## src/rtl/uart_header_rx_pkg.sv

```systemverilog
// Shared constants and byte-FSM encoding for the UART header receiver.
package uart_header_rx_pkg;

  localparam int HEADER_BYTES = 80;
  localparam int HEADER_BITS  = 640;
  localparam int CLKS_PER_BIT_115200 = 868;

  typedef enum logic [1:0] {
    IDLE  = 2'd0,
    START = 2'd1,
    DATA  = 2'd2,
    STOP  = 2'd3
  } rx_state_t;

endpackage

```

## src/rtl/uart_header_rx_if.sv

```systemverilog
// Header output bundle with valid/ack handshake and status pulses.
interface uart_header_rx_if;
  import uart_header_rx_pkg::*;

  logic [HEADER_BITS-1:0] header_out;
  logic                   header_valid;
  logic                   header_ack;
  logic [6:0]             byte_count;
  logic                   frame_error;
  logic                   overrun;

  modport master (
    output header_out,
    output header_valid,
    output byte_count,
    output frame_error,
    output overrun,
    input  header_ack
  );

  modport slave (
    input  header_out,
    input  header_valid,
    input  byte_count,
    input  frame_error,
    input  overrun,
    output header_ack
  );

endinterface

```

## src/rtl/uart_header_rx_byte.sv

```systemverilog
// 8N1 byte receiver: synchronizer, baud/bit counters and byte FSM.
module uart_rx_byte
  import uart_header_rx_pkg::*;
#(
  parameter int CLKS_PER_BIT = CLKS_PER_BIT_115200
) (
  input  logic       clock,
  input  logic       reset,
  input  logic       rx,
  output logic [7:0] byte_data,
  output logic       byte_strobe,
  output logic       frame_err_strobe,
  output logic       busy
);

  localparam int CW = $clog2(CLKS_PER_BIT);
  localparam logic [CW-1:0] HALF_LAST = CW'(CLKS_PER_BIT / 2 - 1);
  localparam logic [CW-1:0] BIT_LAST  = CW'(CLKS_PER_BIT - 1);

  rx_state_t     state, state_n;
  logic [CW-1:0] cnt, cnt_n;
  logic [2:0]    bit_idx, bit_n;
  logic [7:0]    sh, sh_n;
  logic          rx_meta, rx_sync;
  logic          armed, armed_n;

  always_ff @(posedge clock) begin
    if (reset) begin
      state   <= IDLE;
      cnt     <= '0;
      bit_idx <= '0;
      sh      <= '0;
      rx_meta <= 1'b0;
      rx_sync <= 1'b0;
      armed   <= 1'b0;
    end else begin
      state   <= state_n;
      cnt     <= cnt_n;
      bit_idx <= bit_n;
      sh      <= sh_n;
      rx_meta <= rx;
      rx_sync <= rx_meta;
      armed   <= armed_n;
    end
  end

  // armed blocks start detection until the line has been seen idle high
  always_comb begin
    state_n          = state;
    cnt_n            = cnt + CW'(1);
    bit_n            = bit_idx;
    sh_n             = sh;
    armed_n          = armed | rx_sync;
    byte_strobe      = 1'b0;
    frame_err_strobe = 1'b0;
    unique case (state)
      IDLE: begin
        cnt_n = '0;
        if (armed && !rx_sync)
          state_n = START;
      end
      START: begin
        if (cnt == HALF_LAST) begin
          cnt_n = '0;
          bit_n = '0;
          if (rx_sync) begin
            frame_err_strobe = 1'b1;
            state_n          = IDLE;
          end else begin
            state_n = DATA;
          end
        end
      end
      DATA: begin
        if (cnt == BIT_LAST) begin
          cnt_n = '0;
          sh_n  = {rx_sync, sh[7:1]};
          bit_n = bit_idx + 3'd1;
          if (bit_idx == 3'd7)
            state_n = STOP;
        end
      end
      STOP: begin
        if (cnt == BIT_LAST) begin
          cnt_n   = '0;
          state_n = IDLE;
          if (rx_sync) begin
            byte_strobe = 1'b1;
          end else begin
            frame_err_strobe = 1'b1;
            armed_n          = 1'b0;
          end
        end
      end
      default: state_n = IDLE;
    endcase
  end

  assign byte_data = sh;
  assign busy      = (state != IDLE);

endmodule

```

## src/rtl/uart_header_rx.sv

```systemverilog
// Assembles 80 UART bytes into a 640-bit header with valid/ack handshake.
// Optional trailing XOR checksum byte: define UART_HEADER_CHECKSUM_EN.
module uart_header_rx
  import uart_header_rx_pkg::*;
#(
  parameter int CLKS_PER_BIT = CLKS_PER_BIT_115200,
  parameter int TIMEOUT_CLKS = 1000000
) (
  input  logic clock,
  input  logic reset,
  input  logic rx,
  uart_header_rx_if.master bus
);

  localparam int TW = $clog2(TIMEOUT_CLKS + 1);
  localparam logic [TW-1:0] TMO_LAST = TW'(TIMEOUT_CLKS - 1);
  localparam logic [6:0] LAST = 7'(HEADER_BYTES);

  logic [7:0]             bdata;
  logic                   bstb, ferr, rx_busy;
  logic [HEADER_BITS-1:0] hdr;
  logic                   valid, fe, ov, ack_now;
  logic [6:0]             cnt, wr_idx;
  logic [TW-1:0]          tmo;
`ifdef UART_HEADER_CHECKSUM_EN
  logic [7:0]             csum;
`endif

  uart_rx_byte #(
    .CLKS_PER_BIT(CLKS_PER_BIT)
  ) u_byte (
    .clock            (clock),
    .reset            (reset),
    .rx               (rx),
    .byte_data        (bdata),
    .byte_strobe      (bstb),
    .frame_err_strobe (ferr),
    .busy             (rx_busy)
  );

  // an ack on the completing cycle makes the new byte slot 0
  always_comb begin
    ack_now = valid && bus.header_ack;
    wr_idx  = ack_now ? 7'd0 : cnt;
  end

  always_ff @(posedge clock) begin
    if (reset) begin
      hdr   <= '0;
      valid <= 1'b0;
      cnt   <= '0;
      tmo   <= '0;
      fe    <= 1'b0;
      ov    <= 1'b0;
`ifdef UART_HEADER_CHECKSUM_EN
      csum  <= '0;
`endif
    end else begin
      fe <= 1'b0;
      ov <= 1'b0;
      if (rx_busy || cnt == 7'd0 || valid) begin
        tmo <= '0;
      end else if (tmo == TMO_LAST) begin
        tmo <= '0;
        if (cnt < LAST)
          cnt <= '0;
      end else begin
        tmo <= tmo + TW'(1);
      end
      if (ack_now) begin
        valid <= 1'b0;
        cnt   <= '0;
      end
      if (ferr) begin
        fe <= 1'b1;
        if (!valid || ack_now)
          cnt <= '0;
      end else if (bstb) begin
        if (valid && !ack_now) begin
          ov <= 1'b1;
`ifdef UART_HEADER_CHECKSUM_EN
        end else if (wr_idx == LAST) begin
          if (bdata == csum) begin
            valid <= 1'b1;
          end else begin
            fe  <= 1'b1;
            cnt <= '0;
          end
`endif
        end else begin
          hdr[HEADER_BITS-1-8*int'(wr_idx) -: 8] <= bdata;
          cnt <= wr_idx + 7'd1;
`ifdef UART_HEADER_CHECKSUM_EN
          csum <= (wr_idx == 7'd0) ? bdata : (csum ^ bdata);
`else
          if (wr_idx == LAST - 7'd1)
            valid <= 1'b1;
`endif
        end
      end
    end
  end

  assign bus.header_out   = hdr;
  assign bus.header_valid = valid;
  assign bus.byte_count   = cnt;
  assign bus.frame_error  = fe;
  assign bus.overrun      = ov;

endmodule

```

## src/flat_wrapper.sv

```systemverilog
// flat-port wrapper written by rule: the top's interface ports become plain ports
module uart_header_rx_flat import uart_header_rx_pkg::*;
#(
  parameter int CLKS_PER_BIT = CLKS_PER_BIT_115200,
  parameter int TIMEOUT_CLKS = 1000000
)
  (clock, reset, rx, bus_header_out, bus_header_valid, bus_byte_count, bus_frame_error, bus_overrun, bus_header_ack);
  uart_header_rx_if bus_i ();
  input  logic clock;
  input  logic reset;
  input  logic rx;
  output wire logic [$bits(bus_i.header_out)-1:0] bus_header_out;
  output wire logic [$bits(bus_i.header_valid)-1:0] bus_header_valid;
  output wire logic [$bits(bus_i.byte_count)-1:0] bus_byte_count;
  output wire logic [$bits(bus_i.frame_error)-1:0] bus_frame_error;
  output wire logic [$bits(bus_i.overrun)-1:0] bus_overrun;
  input wire logic [$bits(bus_i.header_ack)-1:0] bus_header_ack;
  assign bus_header_out = bus_i.header_out;
  assign bus_header_valid = bus_i.header_valid;
  assign bus_byte_count = bus_i.byte_count;
  assign bus_frame_error = bus_i.frame_error;
  assign bus_overrun = bus_i.overrun;
  assign bus_i.header_ack = bus_header_ack;
  uart_header_rx #(.CLKS_PER_BIT(CLKS_PER_BIT), .TIMEOUT_CLKS(TIMEOUT_CLKS)) u_core (.clock(clock), .reset(reset), .rx(rx), .bus(bus_i));
endmodule
```

## config.mk

```make
export PLATFORM = sky130hd
export DESIGN_NAME = uart_header_rx_flat
export DESIGN_NICKNAME = d
export VERILOG_FILES = /design/src/rtl/uart_header_rx_pkg.sv /design/src/rtl/uart_header_rx_if.sv /design/src/rtl/uart_header_rx_byte.sv /design/src/rtl/uart_header_rx.sv /design/src/flat_wrapper.sv
export SDC_FILE = /design/constraint.sdc
export NUM_CORES = 1
export LEC_CHECK = 0
export CORE_MARGIN = 8
export CORE_UTILIZATION = 41
export CTS_CLUSTER_DIAMETER = 200
export CTS_CLUSTER_SIZE = 16
export DETAILED_ROUTE_END_ITERATION = 16
export PLACE_DENSITY = 0.68
export SYNTH_ARGS = -nofsm -noshare
export SYNTH_HDL_FRONTEND = slang
export SYNTH_SLANG_ARGS = --single-unit
```

## constraint.sdc

```tcl
create_clock -name clock -period 3.25 [get_ports clock]
set_clock_uncertainty 0.05 [all_clocks]
set_input_delay 0.4875 -clock clock [delete_from_list [all_inputs] [get_ports clock]]
set_output_delay 0.4875 -clock clock [all_outputs]
set_load 0.03 [all_outputs]
```

=== After elaboration in Yosys (flattened, before gate mapping) ===
Index checks and enable logic that the tools add are counted.

* Equality and inequality tests: 13
* Add/subtract/negate cells: 6
* Shift operators: 2
* Reductions and logical operators: 20
* Muxes and demuxes: 40
* Order comparisons: 1
* Bitwise operators: 4

{| class="wikitable"
|+ Operator list
! cell !! count
|-
| $shift A8 B33 Y647 const A || 1
|-
| $shiftx A8 B33 Y647 || 1
|-
| $bwmux W640 || 1
|-
| $mux W7 || 9
|-
| $neg A32 Y33 || 1
|-
| $pmux W10 S3 || 1
|-
| $add A20 B1 Y20 const B || 1
|-
| $eq A20 B20 Y1 const B || 1
|-
| $mux W10 || 2
|-
| $mux W1 || 16
|-
| $mux W2 || 6
|-
| $sub A10 B10 Y11 const A || 1
|-
| $add A10 B1 Y10 const B || 1
|-
| $eq A10 B10 Y1 const B || 1
|-
| $eq A10 B9 Y1 const B || 1
|-
| $ne A2 B2 Y1 const B || 5
|-
| $pmux W2 S4 || 1
|-
| $add A7 B1 Y7 const B || 1
|-
| $eq A7 B7 Y1 const B || 1
|-
| $logic_not A7 Y1 || 1
|-
| $lt A7 B7 Y1 const B || 1
|-
| $mux W3 || 2
|-
| $pmux W3 S2 || 1
|-
| $reduce_and A3 Y1 || 2
|-
| 16 further kinds || 27
|}

* Bits in registers: 696
* Word-level logic and storage cells: 99
* Output and inout port bits: 650
* Input port bits: 4

=== Depth between registers and ports, before layout ===
* Word-level depth: 8
* Depth in mapped cells: 14
* Depth with buffers taken out: 9

=== Hierarchy ===
From an unflattened synthesis, not the netlist that was laid out.

* Cell total of the unflattened synthesis: 2898
* Area total of the unflattened synthesis: 26997.1 sq um

{| class="wikitable"
|+ By module, submodules not included
! module !! area each (sq um) !! instances !! cells each !! seq. area each (sq um)
|-
| uart_header_rx || 25801.0 || 1 || 2764 || 13412.9
|-
| uart_rx_byte || 1196.1 || 1 || 134 || 520.5
|}

=== Worst setup path after synthesis ===
OpenSTA, ideal clock, no wires.

* Path kind: register to register
* Start: register u_core.cnt[4] (netlist: u_core.bus.byte_count[4])
* End: register u_core.hdr[504] (netlist: u_core.bus.header_out[504])
* Cell stages (with the launch flop): 13
* Arrival time: 3476 ps
* Path slack: -403 ps
* Setup time: 128 ps
* Clock period less this slack: 3653 ps
* Cells stage by stage: dfxtp_1 -> buf_2 -> a21boi_4 -> inv_2 -> clkbuf_1 -> ha_1 -> ha_1 -> nand2b_1 -> clkbuf_1 -> nor4_2 -> nand4_1 -> mux2i_1 -> nor2_1

* Word-level cells in the longest chain between the ends: 5
* Elaborated cells on any way between the ends: 6
* Those cells by class: 2 x add/sub; 2 x shift; 2 x mux

{| class="wikitable"
|+ RTL lines
! element !! RTL line !! text
|-
| start, declared || uart_header_rx.sv:23 || <nowiki>logic [6:0] cnt, wr_idx;</nowiki>
|-
| start signal, assigned || uart_header_rx.sv:92 || <nowiki>cnt <= wr_idx + 7'd1;</nowiki>
|-
| $mux W7 * || uart_header_rx.sv:44 || <nowiki>wr_idx = ack_now ? 7'd0 : cnt;</nowiki>
|-
| $sub A10 B10 Y11 * || uart_header_rx.sv:91 || <nowiki>hdr[HEADER_BITS-1-8*int'(wr_idx) -: 8] <= bdata;</nowiki>
|-
| $neg A32 Y33 * || uart_header_rx.sv:91 ||
|-
| $shiftx A8 B33 Y647 / $shift A8 B33 Y647 (equally long branches) || uart_header_rx.sv:91 ||
|-
| $bwmux W640 * || uart_header_rx.sv:91 ||
|-
| end signal, assigned by index || uart_header_rx.sv:91 ||
|-
| end, declared || uart_header_rx.sv:21 || <nowiki>logic [HEADER_BITS-1:0] hdr;</nowiki>
|}

Mark *: on every way between the ends. The rest lies on a longest branch, timed or not.
A chain may end at the register's enable or synchronous reset.

=== Worst setup path in the final report ===
* Start: register u_core.cnt[4] (netlist: u_core.bus.byte_count[4])
* End: register u_core.hdr[237] (netlist: u_core.bus.header_out[237])

Same word-level chain as after synthesis.

==> metrics.txt <==
EDFF count, synth 0; r2r setup slk 0.18 ns; sequential-to-total area share from yosys stat 51.5%; Fmax ~330 MHz; Final setup viols 0; Clock Latency Late Sink about 0.63 ns; layout cells sized above 1 10.1%; Chip Height 273 um; Slowest-stage cell, CP dfxtp_2; Post-CTS Setup Bufs 0; Final Hold Fails 0; CP peak stage delay 0.51 ns; Total Nets Final between 3000 and 4000; routed length per instance 23.9 um; Fillers 5952; CTS Buf Count 49; CTS Buffer Depth 3; syn_nets 3095; CTS-repair resized insts 0; status complete, no violations; Synth cell types 70; area leader, netlist dfxtp_1; Worst Hold Class input pin to flop; mean area per synthesized cell 8.77 sq um; gr usage total 28.2%; Synth-to-Final Area Change 37.4%; crit-path cells a21boi_4, inv_2, ha_1, ha_4, or2_2, buf_4, nor4_4, buf_4, nand3_1, nand3b_1, o21ai_0; total gr overflow 0; fin area 37100 sq um; Setup crit end kind flop; PwrDens ~390 nW/um^2; fin crit period 3.07 ns; crit path from u_core.bus.byte_count[4]; ys flop type dfxtp_1; ANT nets after route 0; Port Buffers 653; synth warn 0; clock root cell clkbuf_16; Max Cap Violations 0; Initial Util 41.3%; placed cell count 4594; Hold Buf Count CTS 0; final non-filler cell total 4647; DR vias/cell 5.45; Core Region 65500 sq um; row count between 90 and 100; CP Launch Type flop; vias in the first global route 24000; Ports 654; drc violations 0; LEAKAGE 12.7 nW; placed cell area 35900 sq um; fin. max-slew vios 0; synth top area cells dfxtp_1 52%, nand2_1 9.0%, nand3b_1 6.2%, a21oi_1 5.9%, o21ai_0 3.8%; drt pass-1 iters 8; Critical Path RT 3.68 ns; Rel. slew slack 38.9%; Reg2Reg Launch Point u_core.bus.byte_count[4]; Most common cell on crit path buf_4; gpl congestion just over 0.9; Mapped Cells 3082; global-route wire length before repair 162000 um; Vias 25300; Worst-Margin Slew 0.917 ns; DRT iter0 DRCs approximately 2500; Die X-Extent 273 um; Tcrit/Tclk final 94.5%; share of the synthesized area in the top cell type between 50% and 60%; RSZ-0062 raised after global routing false; #FFs+latches synth 696; CTS clock-pin slew for the worst setup and hold paths approximately 0.090 ns; # H-tree levels 2; post-synthesis cell area 27000 sq um; crit path DAT 3.50 ns; clk sinks 696; WL final 111000 um; fraction of registers with async set/reset 0%; crit-path max FO 12; hold path start reset; die area 74400 sq um; critical path type flop to flop; ant diodes 0; initial antenna violation count 3; pin count of the biggest net entering global routing around 170; TritonCTS clock tree yes; dpl hpwl 79700 um; Peak supply drop 0.340 mV
[per-stage QoR]
stage / hold slack [ns] / total power, mW / setup TNS, ns / setup WS [ns] / utilization, %
final: 0.295 / 14.4 / 0 / 0.177 / 56.7
after global routing: 0.283 / 14.9 / 0 / 0.0383 / 56.7
after CTS: 0.250 / 14.6 / 0 / 0.136 / 56.7
after detailed placement: 0.392 / 8.93 / -17.38 / -0.252 / 54.7
after global placement: 0.386 / 8.93 / -8.36 / -0.190 / 54.7
after floorplan: 0.364 / 8.88 / 0 / 0.00312 / -
[where the power goes]
part | internal, mW | switching [mW] | total [mW] | leakage (nW)
combinational | 0.0710 | 0.136 | 0.207 | 6.44
clock | 2.69 | 3.00 | 5.69 | 0.627
sequential | 8.52 | 0.00418 | 8.53 | 5.61
[metal layers]
metal,vias to the layer above,track usage (%),wire (um)
li1,11900,-,-
met1,12200,35.6,45300
met2,1052,46.9,51700
met3,172,7.58,10400
met4,0,8.00,3570
met5,-,0,0
[kinds of logic (layout without fill, tap and decap cells)]
logic type / after synthesis / count (layout) / share of synthesized area, %
xor gates and xnor gates: 29 / 29 / 0.939
buffers and inverters: 242 / 943 / 3.80
DFF: 696 / 696 / 51.5
adders and majority gates: 9 / 9 / 0.416
and+or+nand+nor: 1415 / 1415 / 28.1
muxes: 89 / 89 / 3.29
AOI/OAI and AO/OA: 602 / 602 / 11.9
[cells in the mapped netlist, types with 3 or more instances]
master / instances
nand3b_1: 224
nor2b_1: 9
and2_1: 21
o21ai_2: 11
nor3_1: 20
buf_2: 41
mux2i_1: 89
nor4_1: 8
o21ai_1: 20
nor3_2: 11
a21oi_1: 321
buf_1: 14
buf_6: 4
o21ai_0: 208
and4_1: 11
or3_1: 13
nand2b_1: 50
nand4_2: 3
xnor2_1: 10
buf_4: 10
ha_1: 9
nand2_1: 649
a22o_1: 16
o211ai_1: 3
dfxtp_1: 696
nand3_1: 144
and3_1: 14
a211oi_1: 4
nor4_2: 8
nor2_1: 125
nor4_4: 24
clkbuf_1: 166
xor2_1: 19
inv_1: 5
nand4_1: 51
or4_1: 7
[cells in the final DEF, fill, tap and decap left out, types with 3 or more instances in the layout]
master	Yosys	final
nor3_2	11	13
a21oi_1	321	321
nor2_2	1	3
o21ai_1	20	20
o211ai_1	3	3
nor3_1	20	18
o21ai_0	208	208
nand3b_1	224	224
nand2_1	649	649
or4_1	7	7
ha_1	9	8
clkdlybuf4s50_1	0	652
nand4_1	51	51
or3_1	13	13
buf_12	0	30
a211oi_2	1	3
nor4_1	8	5
mux2i_1	89	89
nor4_4	24	26
inv_1	5	5
a22o_1	16	16
o21ai_2	11	11
nand3_1	144	144
nor4_2	8	9
xor2_1	19	19
clkbuf_16	0	49
dfxtp_2	0	9
nand2b_1	50	50
and3_1	14	14
nor2b_1	9	9
nand4_2	3	3
and2_1	21	21
xnor2_1	10	10
and4_1	11	10
dfxtp_1	696	687
buf_4	10	200
nor2_1	125	123
[critical path, delay by kind of cell (launching register included)]
kind | cells | cell delay (ns)
and+or+nand+nor | 4 | 1.06
DFF | 1 | 0.51
adders and majority gates | 2 | 0.50
buffers and inverters | 3 | 0.44
AOI/OAI and AO/OA | 2 | 0.34
[sequential cells by signal, indices dropped and copies added (netlist names), named ones only]
signal / cells
u_core.u_byte.byte_data: 8
u_core.tmo: 20
u_core.u_byte.bit_idx: 3
u_core.bus.header_valid: 1
u_core.u_byte.armed: 1
u_core.u_byte.state: 1
u_core.bus.header_out: 640
u_core.bus.byte_count: 7
u_core.u_byte.rx_sync: 1
u_core.u_byte.rx_meta: 1
u_core.bus.frame_error: 1
u_core.u_byte.cnt: 10
u_core.bus.overrun: 1
[area by class of cell]
type                    instances  area, sq um  area share, %
multi-input cells            2144        12200           32.8
clock inverters                 4         50.0          0.135
clock buffers                  49         1230           3.30
well taps                     864         1080           2.91
repair buffers                883         8640           23.3
inverters                       7         26.3         0.0707
flip-flops and latches        696        13900           37.5
[final timing paths]
path / endpoint / depth (start not counted)
max: u_core.bus.header_out[237] / 11
min: u_core.bus.header_out[22] / 2
max reg2reg: u_core.bus.header_out[237] / 11
min reg2reg: u_core.bus.header_out[613] / 2
Power figures use the tool's default switching activity.
